<file path="src/rtl/ysyx_22050854_axi_line_master_if.sv">
// AXI4 channel bundle between ysyx_22050854_axi_line_master and the SoC port.
// master: the line master (drives AR/AW/W valids, R/B readies).
// slave:  the memory-side model or interconnect.
interface ysyx_22050854_axi_line_master_if;
  // AR channel
  logic        arvalid;
  logic        arready;
  logic [31:0] araddr;
  logic [3:0]  arid;
  logic [7:0]  arlen;
  logic [2:0]  arsize;
  logic [1:0]  arburst;
  // R channel
  logic        rvalid;
  logic        rready;
  logic [63:0] rdata;
  logic [1:0]  rresp;
  logic [3:0]  rid;
  logic        rlast;
  // AW channel
  logic        awvalid;
  logic        awready;
  logic [31:0] awaddr;
  logic [3:0]  awid;
  logic [7:0]  awlen;
  logic [2:0]  awsize;
  logic [1:0]  awburst;
  // W channel
  logic        wvalid;
  logic        wready;
  logic [63:0] wdata;
  logic [7:0]  wstrb;
  logic        wlast;
  // B channel
  logic        bvalid;
  logic        bready;
  logic [1:0]  bresp;
  logic [3:0]  bid;

  modport master (
    output arvalid, araddr, arid, arlen, arsize, arburst,
    input  arready,
    input  rvalid, rdata, rresp, rid, rlast,
    output rready,
    output awvalid, awaddr, awid, awlen, awsize, awburst,
    input  awready,
    output wvalid, wdata, wstrb, wlast,
    input  wready,
    input  bvalid, bresp, bid,
    output bready
  );

  modport slave (
    input  arvalid, araddr, arid, arlen, arsize, arburst,
    output arready,
    output rvalid, rdata, rresp, rid, rlast,
    input  rready,
    input  awvalid, awaddr, awid, awlen, awsize, awburst,
    output awready,
    input  wvalid, wdata, wstrb, wlast,
    output wready,
    output bvalid, bresp, bid,
    input  bready
  );
endinterface

</file>
<file path="src/rtl/ysyx_22050854_axi_line_master.sv">
// AXI4 line master: converts one cache-side request at a time into a
// 2-beat INCR burst (128-bit line) or a single-beat FIXED transfer (device).
// Optional watchdog: define AXI_LINE_MASTER_TIMEOUT_EN to abort a stuck
// transaction after TIMEOUT_CYCLES cycles without a handshake.
module ysyx_22050854_axi_line_master #(
  parameter int unsigned TIMEOUT_CYCLES = 1024
) (
  input  logic                            clock,
  input  logic                            rst_n,
  input  logic                            req_valid,
  output logic                            req_ready,
  input  logic                            req_write,
  input  logic                            req_line,
  input  logic [31:0]                     req_addr,
  input  logic [3:0]                      req_id,
  input  logic [127:0]                    req_wdata,
  input  logic [7:0]                      req_wstrb,
  output logic                            resp_valid,
  output logic [127:0]                    resp_rdata,
  output logic                            resp_err,
  ysyx_22050854_axi_line_master_if.master axi
);

  typedef enum logic [2:0] {
    ST_IDLE,
    ST_AR,
    ST_R,
    ST_AW,
    ST_W,
    ST_B,
    ST_RESP
  } state_t;

  state_t state_q, state_d;

  // Latched request context
  logic         line_q,  line_d;
  logic [127:0] wbuf_q,  wbuf_d;
  logic [7:0]   wmask_q, wmask_d;
  logic [127:0] rbuf_q,  rbuf_d;
  logic         err_q,   err_d;
  logic         beat_q,  beat_d;

  // Registered AXI outputs
  logic        arvalid_q, arvalid_d;
  logic [31:0] araddr_q,  araddr_d;
  logic [3:0]  arid_q,    arid_d;
  logic [7:0]  arlen_q,   arlen_d;
  logic [2:0]  arsize_q,  arsize_d;
  logic [1:0]  arburst_q, arburst_d;
  logic        rready_q,  rready_d;
  logic        awvalid_q, awvalid_d;
  logic [31:0] awaddr_q,  awaddr_d;
  logic [3:0]  awid_q,    awid_d;
  logic [7:0]  awlen_q,   awlen_d;
  logic [2:0]  awsize_q,  awsize_d;
  logic [1:0]  awburst_q, awburst_d;
  logic        wvalid_q,  wvalid_d;
  logic [63:0] wdata_q,   wdata_d;
  logic [7:0]  wstrb_q,   wstrb_d;
  logic        wlast_q,   wlast_d;
  logic        bready_q,  bready_d;

  // Registered response outputs
  logic         resp_valid_q, resp_valid_d;
  logic [127:0] resp_rdata_q, resp_rdata_d;
  logic         resp_err_q,   resp_err_d;

  // Request-derived burst shape
  logic [31:0] addr_sel;
  logic [7:0]  len_sel;
  logic [1:0]  burst_sel;
  logic        r_decerr;
  logic        b_decerr;

  assign addr_sel  = req_line ? {req_addr[31:4], 4'b0000} : req_addr;
  assign len_sel   = req_line ? 8'd1 : 8'd0;
  assign burst_sel = req_line ? 2'b01 : 2'b00;
  assign r_decerr  = (axi.rresp == 2'b11);
  assign b_decerr  = (axi.bresp == 2'b11);

  assign req_ready = (state_q == ST_IDLE);

`ifdef AXI_LINE_MASTER_TIMEOUT_EN
  localparam logic [15:0] WDT_LIMIT = 16'(TIMEOUT_CYCLES - 32'd1);

  logic [15:0] wdt_q, wdt_d;
  logic        hs;
  logic        busy;

  assign hs = (arvalid_q & axi.arready) | (rready_q  & axi.rvalid) |
              (awvalid_q & axi.awready) | (wvalid_q  & axi.wready) |
              (bready_q  & axi.bvalid);
  assign busy = (state_q == ST_AR) || (state_q == ST_R) || (state_q == ST_AW) ||
                (state_q == ST_W)  || (state_q == ST_B);
`else
  logic unused_cfg;
  assign unused_cfg = (TIMEOUT_CYCLES != 32'd0);
`endif

  logic unused_axi;
  assign unused_axi = ^{axi.rlast, axi.rid, axi.bid};

  // Next-state, next-output and datapath update for the transaction FSM
  always_comb begin
    state_d      = state_q;
    line_d       = line_q;
    wbuf_d       = wbuf_q;
    wmask_d      = wmask_q;
    rbuf_d       = rbuf_q;
    err_d        = err_q;
    beat_d       = beat_q;
    arvalid_d    = arvalid_q;
    araddr_d     = araddr_q;
    arid_d       = arid_q;
    arlen_d      = arlen_q;
    arsize_d     = arsize_q;
    arburst_d    = arburst_q;
    rready_d     = rready_q;
    awvalid_d    = awvalid_q;
    awaddr_d     = awaddr_q;
    awid_d       = awid_q;
    awlen_d      = awlen_q;
    awsize_d     = awsize_q;
    awburst_d    = awburst_q;
    wvalid_d     = wvalid_q;
    wdata_d      = wdata_q;
    wstrb_d      = wstrb_q;
    wlast_d      = wlast_q;
    bready_d     = bready_q;
    resp_valid_d = 1'b0;
    resp_rdata_d = '0;
    resp_err_d   = 1'b0;

    unique case (state_q)
      ST_IDLE: begin
        if (req_valid) begin
          line_d  = req_line;
          wbuf_d  = req_wdata;
          wmask_d = req_wstrb;
          rbuf_d  = '0;
          err_d   = 1'b0;
          beat_d  = 1'b0;
          if (req_write) begin
            state_d   = ST_AW;
            awvalid_d = 1'b1;
            awaddr_d  = addr_sel;
            awid_d    = req_id;
            awlen_d   = len_sel;
            awsize_d  = 3'd3;
            awburst_d = burst_sel;
          end else begin
            state_d   = ST_AR;
            arvalid_d = 1'b1;
            araddr_d  = addr_sel;
            arid_d    = req_id;
            arlen_d   = len_sel;
            arsize_d  = 3'd3;
            arburst_d = burst_sel;
          end
        end
      end

      ST_AR: begin
        if (axi.arready) begin
          arvalid_d = 1'b0;
          rready_d  = 1'b1;
          state_d   = ST_R;
        end
      end

      ST_R: begin
        if (axi.rvalid && rready_q) begin
          rbuf_d = beat_q ? {axi.rdata, rbuf_q[63:0]} : {rbuf_q[127:64], axi.rdata};
          err_d  = err_q | r_decerr;
          // Completion is counted by beats, not by rlast
          if (!line_q || beat_q) begin
            rready_d     = 1'b0;
            state_d      = ST_RESP;
            resp_valid_d = 1'b1;
            resp_rdata_d = rbuf_d;
            resp_err_d   = err_d;
          end else begin
            beat_d = 1'b1;
          end
        end
      end

      ST_AW: begin
        if (axi.awready) begin
          awvalid_d = 1'b0;
          wvalid_d  = 1'b1;
          wdata_d   = wbuf_q[63:0];
          wstrb_d   = line_q ? 8'hff : wmask_q;
          wlast_d   = !line_q;
          state_d   = ST_W;
        end
      end

      ST_W: begin
        if (axi.wready) begin
          if (wlast_q) begin
            wvalid_d = 1'b0;
            bready_d = 1'b1;
            state_d  = ST_B;
          end else begin
            wdata_d = wbuf_q[127:64];
            wlast_d = 1'b1;
          end
        end
      end

      ST_B: begin
        if (axi.bvalid) begin
          bready_d     = 1'b0;
          state_d      = ST_RESP;
          resp_valid_d = 1'b1;
          resp_err_d   = err_q | b_decerr;
        end
      end

      ST_RESP: begin
        state_d = ST_IDLE;
      end

      default: begin
        state_d = ST_IDLE;
      end
    endcase

`ifdef AXI_LINE_MASTER_TIMEOUT_EN
    // Watchdog overrides the FSM; counter is zero outside busy states
    wdt_d = '0;
    if (busy && !hs) begin
      if (wdt_q == WDT_LIMIT) begin
        arvalid_d    = 1'b0;
        rready_d     = 1'b0;
        awvalid_d    = 1'b0;
        wvalid_d     = 1'b0;
        bready_d     = 1'b0;
        state_d      = ST_RESP;
        resp_valid_d = 1'b1;
        resp_rdata_d = '0;
        resp_err_d   = 1'b1;
      end else begin
        wdt_d = wdt_q + 16'd1;
      end
    end
`endif
  end

  // State, context and registered outputs
  always_ff @(posedge clock or negedge rst_n) begin
    if (!rst_n) begin
      state_q      <= ST_IDLE;
      line_q       <= 1'b0;
      wbuf_q       <= '0;
      wmask_q      <= '0;
      rbuf_q       <= '0;
      err_q        <= 1'b0;
      beat_q       <= 1'b0;
      arvalid_q    <= 1'b0;
      araddr_q     <= '0;
      arid_q       <= '0;
      arlen_q      <= '0;
      arsize_q     <= '0;
      arburst_q    <= '0;
      rready_q     <= 1'b0;
      awvalid_q    <= 1'b0;
      awaddr_q     <= '0;
      awid_q       <= '0;
      awlen_q      <= '0;
      awsize_q     <= '0;
      awburst_q    <= '0;
      wvalid_q     <= 1'b0;
      wdata_q      <= '0;
      wstrb_q      <= '0;
      wlast_q      <= 1'b0;
      bready_q     <= 1'b0;
      resp_valid_q <= 1'b0;
      resp_rdata_q <= '0;
      resp_err_q   <= 1'b0;
    end else begin
      state_q      <= state_d;
      line_q       <= line_d;
      wbuf_q       <= wbuf_d;
      wmask_q      <= wmask_d;
      rbuf_q       <= rbuf_d;
      err_q        <= err_d;
      beat_q       <= beat_d;
      arvalid_q    <= arvalid_d;
      araddr_q     <= araddr_d;
      arid_q       <= arid_d;
      arlen_q      <= arlen_d;
      arsize_q     <= arsize_d;
      arburst_q    <= arburst_d;
      rready_q     <= rready_d;
      awvalid_q    <= awvalid_d;
      awaddr_q     <= awaddr_d;
      awid_q       <= awid_d;
      awlen_q      <= awlen_d;
      awsize_q     <= awsize_d;
      awburst_q    <= awburst_d;
      wvalid_q     <= wvalid_d;
      wdata_q      <= wdata_d;
      wstrb_q      <= wstrb_d;
      wlast_q      <= wlast_d;
      bready_q     <= bready_d;
      resp_valid_q <= resp_valid_d;
      resp_rdata_q <= resp_rdata_d;
      resp_err_q   <= resp_err_d;
    end
  end

`ifdef AXI_LINE_MASTER_TIMEOUT_EN
  // Watchdog counter register
  always_ff @(posedge clock or negedge rst_n) begin
    if (!rst_n) begin
      wdt_q <= '0;
    end else begin
      wdt_q <= wdt_d;
    end
  end
`endif

  assign axi.arvalid = arvalid_q;
  assign axi.araddr  = araddr_q;
  assign axi.arid    = arid_q;
  assign axi.arlen   = arlen_q;
  assign axi.arsize  = arsize_q;
  assign axi.arburst = arburst_q;
  assign axi.rready  = rready_q;
  assign axi.awvalid = awvalid_q;
  assign axi.awaddr  = awaddr_q;
  assign axi.awid    = awid_q;
  assign axi.awlen   = awlen_q;
  assign axi.awsize  = awsize_q;
  assign axi.awburst = awburst_q;
  assign axi.wvalid  = wvalid_q;
  assign axi.wdata   = wdata_q;
  assign axi.wstrb   = wstrb_q;
  assign axi.wlast   = wlast_q;
  assign axi.bready  = bready_q;

  assign resp_valid = resp_valid_q;
  assign resp_rdata = resp_rdata_q;
  assign resp_err   = resp_err_q;

endmodule

</file>
<file path="src/flat_wrapper.sv">
// flat-port wrapper written by rule: the top's interface ports become plain ports
module ysyx_22050854_axi_line_master_flat 
#(
  parameter int unsigned TIMEOUT_CYCLES = 1024
)
  (clock, rst_n, req_valid, req_ready, req_write, req_line, req_addr, req_id, req_wdata, req_wstrb, resp_valid, resp_rdata, resp_err, axi_arvalid, axi_araddr, axi_arid, axi_arlen, axi_arsize, axi_arburst, axi_arready, axi_rvalid, axi_rdata, axi_rresp, axi_rid, axi_rlast, axi_rready, axi_awvalid, axi_awaddr, axi_awid, axi_awlen, axi_awsize, axi_awburst, axi_awready, axi_wvalid, axi_wdata, axi_wstrb, axi_wlast, axi_wready, axi_bvalid, axi_bresp, axi_bid, axi_bready);
  ysyx_22050854_axi_line_master_if axi_i ();
  input  logic clock;
  input  logic rst_n;
  input  logic req_valid;
  output logic req_ready;
  input  logic req_write;
  input  logic req_line;
  input  logic [31:0] req_addr;
  input  logic [3:0] req_id;
  input  logic [127:0] req_wdata;
  input  logic [7:0] req_wstrb;
  output logic resp_valid;
  output logic [127:0] resp_rdata;
  output logic resp_err;
  output wire logic [$bits(axi_i.arvalid)-1:0] axi_arvalid;
  output wire logic [$bits(axi_i.araddr)-1:0] axi_araddr;
  output wire logic [$bits(axi_i.arid)-1:0] axi_arid;
  output wire logic [$bits(axi_i.arlen)-1:0] axi_arlen;
  output wire logic [$bits(axi_i.arsize)-1:0] axi_arsize;
  output wire logic [$bits(axi_i.arburst)-1:0] axi_arburst;
  input wire logic [$bits(axi_i.arready)-1:0] axi_arready;
  input wire logic [$bits(axi_i.rvalid)-1:0] axi_rvalid;
  input wire logic [$bits(axi_i.rdata)-1:0] axi_rdata;
  input wire logic [$bits(axi_i.rresp)-1:0] axi_rresp;
  input wire logic [$bits(axi_i.rid)-1:0] axi_rid;
  input wire logic [$bits(axi_i.rlast)-1:0] axi_rlast;
  output wire logic [$bits(axi_i.rready)-1:0] axi_rready;
  output wire logic [$bits(axi_i.awvalid)-1:0] axi_awvalid;
  output wire logic [$bits(axi_i.awaddr)-1:0] axi_awaddr;
  output wire logic [$bits(axi_i.awid)-1:0] axi_awid;
  output wire logic [$bits(axi_i.awlen)-1:0] axi_awlen;
  output wire logic [$bits(axi_i.awsize)-1:0] axi_awsize;
  output wire logic [$bits(axi_i.awburst)-1:0] axi_awburst;
  input wire logic [$bits(axi_i.awready)-1:0] axi_awready;
  output wire logic [$bits(axi_i.wvalid)-1:0] axi_wvalid;
  output wire logic [$bits(axi_i.wdata)-1:0] axi_wdata;
  output wire logic [$bits(axi_i.wstrb)-1:0] axi_wstrb;
  output wire logic [$bits(axi_i.wlast)-1:0] axi_wlast;
  input wire logic [$bits(axi_i.wready)-1:0] axi_wready;
  input wire logic [$bits(axi_i.bvalid)-1:0] axi_bvalid;
  input wire logic [$bits(axi_i.bresp)-1:0] axi_bresp;
  input wire logic [$bits(axi_i.bid)-1:0] axi_bid;
  output wire logic [$bits(axi_i.bready)-1:0] axi_bready;
  assign axi_arvalid = axi_i.arvalid;
  assign axi_araddr = axi_i.araddr;
  assign axi_arid = axi_i.arid;
  assign axi_arlen = axi_i.arlen;
  assign axi_arsize = axi_i.arsize;
  assign axi_arburst = axi_i.arburst;
  assign axi_i.arready = axi_arready;
  assign axi_i.rvalid = axi_rvalid;
  assign axi_i.rdata = axi_rdata;
  assign axi_i.rresp = axi_rresp;
  assign axi_i.rid = axi_rid;
  assign axi_i.rlast = axi_rlast;
  assign axi_rready = axi_i.rready;
  assign axi_awvalid = axi_i.awvalid;
  assign axi_awaddr = axi_i.awaddr;
  assign axi_awid = axi_i.awid;
  assign axi_awlen = axi_i.awlen;
  assign axi_awsize = axi_i.awsize;
  assign axi_awburst = axi_i.awburst;
  assign axi_i.awready = axi_awready;
  assign axi_wvalid = axi_i.wvalid;
  assign axi_wdata = axi_i.wdata;
  assign axi_wstrb = axi_i.wstrb;
  assign axi_wlast = axi_i.wlast;
  assign axi_i.wready = axi_wready;
  assign axi_i.bvalid = axi_bvalid;
  assign axi_i.bresp = axi_bresp;
  assign axi_i.bid = axi_bid;
  assign axi_bready = axi_i.bready;
  ysyx_22050854_axi_line_master #(.TIMEOUT_CYCLES(TIMEOUT_CYCLES)) u_core (.clock(clock), .rst_n(rst_n), .req_valid(req_valid), .req_ready(req_ready), .req_write(req_write), .req_line(req_line), .req_addr(req_addr), .req_id(req_id), .req_wdata(req_wdata), .req_wstrb(req_wstrb), .resp_valid(resp_valid), .resp_rdata(resp_rdata), .resp_err(resp_err), .axi(axi_i));
endmodule
</file>
<file path="config.mk">
export PLATFORM = sky130hd
export DESIGN_NAME = ysyx_22050854_axi_line_master_flat
export DESIGN_NICKNAME = d
export VERILOG_FILES = /design/src/rtl/ysyx_22050854_axi_line_master_if.sv /design/src/rtl/ysyx_22050854_axi_line_master.sv /design/src/flat_wrapper.sv
export SDC_FILE = /design/constraint.sdc
export NUM_CORES = 1
export LEC_CHECK = 0
export BUFFER_PORTS_ARGS = -buffer_cell sky130_fd_sc_hd__buf_2
export CORE_MARGIN = 8
export CORE_UTILIZATION = 48
export CTS_CLUSTER_SIZE = 20
export DETAILED_ROUTE_END_ITERATION = 8
export GPL_TIMING_DRIVEN = 0
export PLACE_DENSITY = 0.79
export SLEW_MARGIN = 20
export SYNTH_ARGS = -nofsm -noshare
export SYNTH_HDL_FRONTEND = slang
export SYNTH_SLANG_ARGS = --single-unit
</file>
<file path="constraint.sdc">
create_clock -name clock -period 1.6 [get_ports clock]
set_input_delay 0.08 -clock clock [delete_from_list [all_inputs] [get_ports clock]]
set_output_delay 0.08 -clock clock [all_outputs]
set_load 0.03 [all_outputs]
</file>
==> flow_metrics.py <==
metrics = {
    "status": {
        "outcome": "finished with violations",
        "violations": "hold timing, setup timing",
    },
    "placed_design": {
        "gp_congestion": 0.874,
        "place_inst": 2803,
        "dpl.hpwl_um": 47000,
        "placed_cell_area_um2": 25400,
        "numPortBuffers": 538,
    },
    "timing": {
        "relSlewSlack_pct": 58.3,
        "report.final.slew_viol_count": 0,
        "tightestPinTransition_ns": 0.626,
        "setup_viol": 551,
        "hold_violations": 37,
        "fin_crit_sh_pct": 125,
        "setup_slack_ns": -0.404,
        "rsz0062_at_grt": "true",
        "finClkSkew_ns": 0.0278,
        "clock.fmax_mhz": 499,
        "holdWs_ns": -0.0529,
        "period_needed_ns": 2.00,
    },
    "setup_path": {
        "crit_family": "buffers and inverters",
        "critPathCaptureType": "register",
        "critPathLaunchType": "register",
        "path_max_fanout": 8,
        "worstSetupPathType": "reg -> reg",
        "path_buf_inv": 5,
        "critPathRequiredTime_ns": 2.09,
        "cpMaxStageDelayCell": "dfrtp_1",
        "path_common_cell": "buf_12",
        "worst_path_largest_cell_delay_ns": 0.39,
        "path_cells": "buf_6, nor4b_4, buf_4, buf_12, buf_12, buf_12, mux2_4",
        "crit_arrival_ns": 2.49,
    },
    "global_route": {
        "grt_pass1_wl_um": 127000,
        "track_usage_pct": 31.1,
        "antenna_found_initial": 17,
        "grt_max_degree": 107,
        "grt-ovfl-total": 0,
        "grt_pass1_vias": 20507,
    },
    "synth": {
        "synth_area_um2": 21600,
        "synth_edf_count": 0,
        "synth-seq-cells": 554,
        "ys_seq_area_share_pct": 64.2,
        "synthCells": 1650,
        "yosysWarnings": 0,
        "syn_area_per_cell_um2": 13.1,
        "synth_ff_type": "dfrtp_1",
        "async_flop_share_pct": 100,
        "yosys.cell_types.count": 37,
    },
    "detailed_routing": {
        "wl_per_cell_um": 29.4,
        "final_antenna_net_count": 0,
        "detail_route.iter0.violations": 1899,
        "drc_errors": 0,
        "vias": 19716,
        "dr.pass1.iters": 5,
        "wl_um": 96400,
        "avgViaCountPerCell": 6.02,
    },
    "power_and_ir_drop": {
        "powerDensity_nw_per_um2": 1990,
        "peakVddDrop_mv": 1.66,
        "p_leak_nw": 16.9,
    },
    "clocking": {
        "cts_tree": "yes",
        "cts_inserted_buffers": 55,
        "cts_hold_buf": 250,
        "clock-root-buffer": "clkbuf_16",
        "clock_sinks": 554,
        "insertion_delay_ns": 0.62,
        "clockBufferDepth": 3,
        "clkTransAtPathRegs_ns": 0.07,
        "cts-htree-levels": 2,
    },
    "layout": {
        "area_growth_pct": 58.1,
        "layout_common_cells": "dfrtp_1 (553), buf_2 (543), dlygate4sd3_1 (250)",
        "fin_cells": 3276,
        "drive_gt1_share_pct": 46.0,
        "multiInputGateArea_um2": 8670,
        "design_area_um2": 34200,
        "n_fill_cell": 2181,
        "seq_area_um2": 13900,
        "nets": 2881,
        "mostFrequentLayoutCell": "dfrtp_1",
    },
    "floorplan": {
        "io_pins": 566,
        "dieArea_um2": 52100,
        "chipWidth_um": 228,
        "std_cell_rows": 77,
        "core_um2": 44300,
        "start_util_pct": 48.7,
        "die-height_um": 228,
    },
    "min_path": {
        "hold_path.class": "in -> async",
    },
    "job": {
        "drv_cap": 0,
    },
}
==> registers in the layout (all words and copies together), names as in the netlist, 3 cells and up <==
| signal | cells |
|---|---|
| u_core.axi.araddr | 32 |
| u_core.axi.awid | 4 |
| u_core.wmask_q | 8 |
| u_core.axi.awaddr | 32 |
| u_core.resp_rdata | 128 |
| u_core.state_q | 3 |
| u_core.axi.wstrb | 8 |
| u_core.axi.arid | 4 |
| u_core.wbuf_q | 128 |
| u_core.axi.wdata | 64 |
| u_core.rbuf_q | 128 |
==> metrics by stage <==
step	worst slack, ns	utilization [%]	total power (W)	setup TNS (ns)
4_1_cts	-0.268	73.3	0.0612	-77.67
2_1_floorplan	-0.105	-	0.0362	-13.62
5_1_grt	-0.490	77.1	0.0698	-123.69
6_report	-0.404	77.1	0.0679	-104.90
3_3_place_gp	-11.19	56.9	0.0421	-5888.38
3_5_place_dp	-0.694	57.3	0.0430	-254.62
==> report_power, final <==
group | total [W] | switching (W) | internal, W
Combinational | 0.0309 | 0.0174 | 0.0135
Clock | 0.0137 | 0.00601 | 0.00765
Sequential | 0.0233 | 0.00413 | 0.0192
==> final cells by class <==
type / instances / area share, %
Sequential cell: 554 / 40.6
Multi-Input combinational cell: 977 / 25.4
Timing Repair Buffer: 900 / 21.1
Buffer: 129 / 5.16
Clock buffer: 84 / 4.85
Tap cell: 592 / 2.17
Clock inverter: 18 / 0.593
Antenna cell: 17 / 0.125
Inverter: 5 / 0.0549
==> repair_timing <==
action,4_1_cts,5_1_grt
setup endpoints to repair,550,549
endpoints found under the hold margin,772,37
gates cloned,28,24
resized for setup,510,286
pin swaps,112,39
setup buffers,37,24
==> cells by family after synthesis <==
family | synth area share (%)
compound gates | 7.62
buf+inv | 3.38
flops | 64.2
mux | 18.0
other cells | 0.0174
simple gates | 6.81
==> synth_stat cells (2+ instances only) <==
| master | count | share of area, % |
|---|---|---|
| buf_4 | 44 | 1.5 |
| o21ai_0 | 72 | 1.7 |
| nand2_1 | 194 | 3.4 |
| nor2b_1 | 3 | 0.087 |
| clkbuf_1 | 45 | 0.78 |
| nand3_1 | 4 | 0.093 |
| buf_1 | 7 | 0.12 |
| nor3b_1 | 2 | 0.069 |
| buf_2 | 37 | 0.86 |
| inv_1 | 5 | 0.087 |
| o21ai_1 | 12 | 0.28 |
| mux2i_1 | 195 | 9.0 |
| a22o_1 | 128 | 5.2 |
| nand4_1 | 3 | 0.087 |
| nor3b_2 | 2 | 0.12 |
| nand2b_1 | 8 | 0.23 |
| dfrtp_1 | 554 | 64 |
| nor2_1 | 141 | 2.4 |
| mux2_2 | 172 | 9.0 |
| a31oi_1 | 5 | 0.14 |
==> worst reg2reg max path, cell delays in order, from the launching register on <==
cell and delay, ns:
dfrtp_1 0.39, buf_6 0.15, nor4b_4 0.27, buf_4 0.19
buf_12 0.15, buf_12 0.18, buf_12 0.16, mux2_4 0.37
==> worst paths after layout <==
path                                                     end  cells past startpoint  slack, ns                              start
setup / recovery               u_core.wbuf_q[39]$_DFFE_PN0P_                      7      -0.40      u_core.state_q[1]$_DFFE_PN0P_
hold / removal               u_core.resp_rdata[81]$_DFF_PN0_                      2      -0.05                              rst_n
setup reg to reg               u_core.wbuf_q[39]$_DFFE_PN0P_                      7      -0.40      u_core.state_q[1]$_DFFE_PN0P_
hold reg to reg            u_core.axi.araddr[30]$_DFFE_PN0P_                      2       0.47  u_core.axi.araddr[30]$_DFFE_PN0P_
max in group asynchronous  u_core.axi.araddr[17]$_DFFE_PN0P_                      4       0.41                              rst_n
min in group clock                 u_core.resp_err$_DFF_PN0_                      4       0.03                       axi_bresp[1]
==> per-layer routing <==
| layer | track usage, % | share of wire [%] | vias up |
|---|---|---|---|
| met3 | 7.79 | 10 | 593 |
| met5 | 0 | 0.033 | - |
| met2 | 54.1 | 49 | 1635 |
| met1 | 34.0 | 33 | 9842 |
| met4 | 18.6 | 8.3 | 6 |
| li1 | - | - | 7640 |
Note: power is estimated with default switching activity, not from simulation.
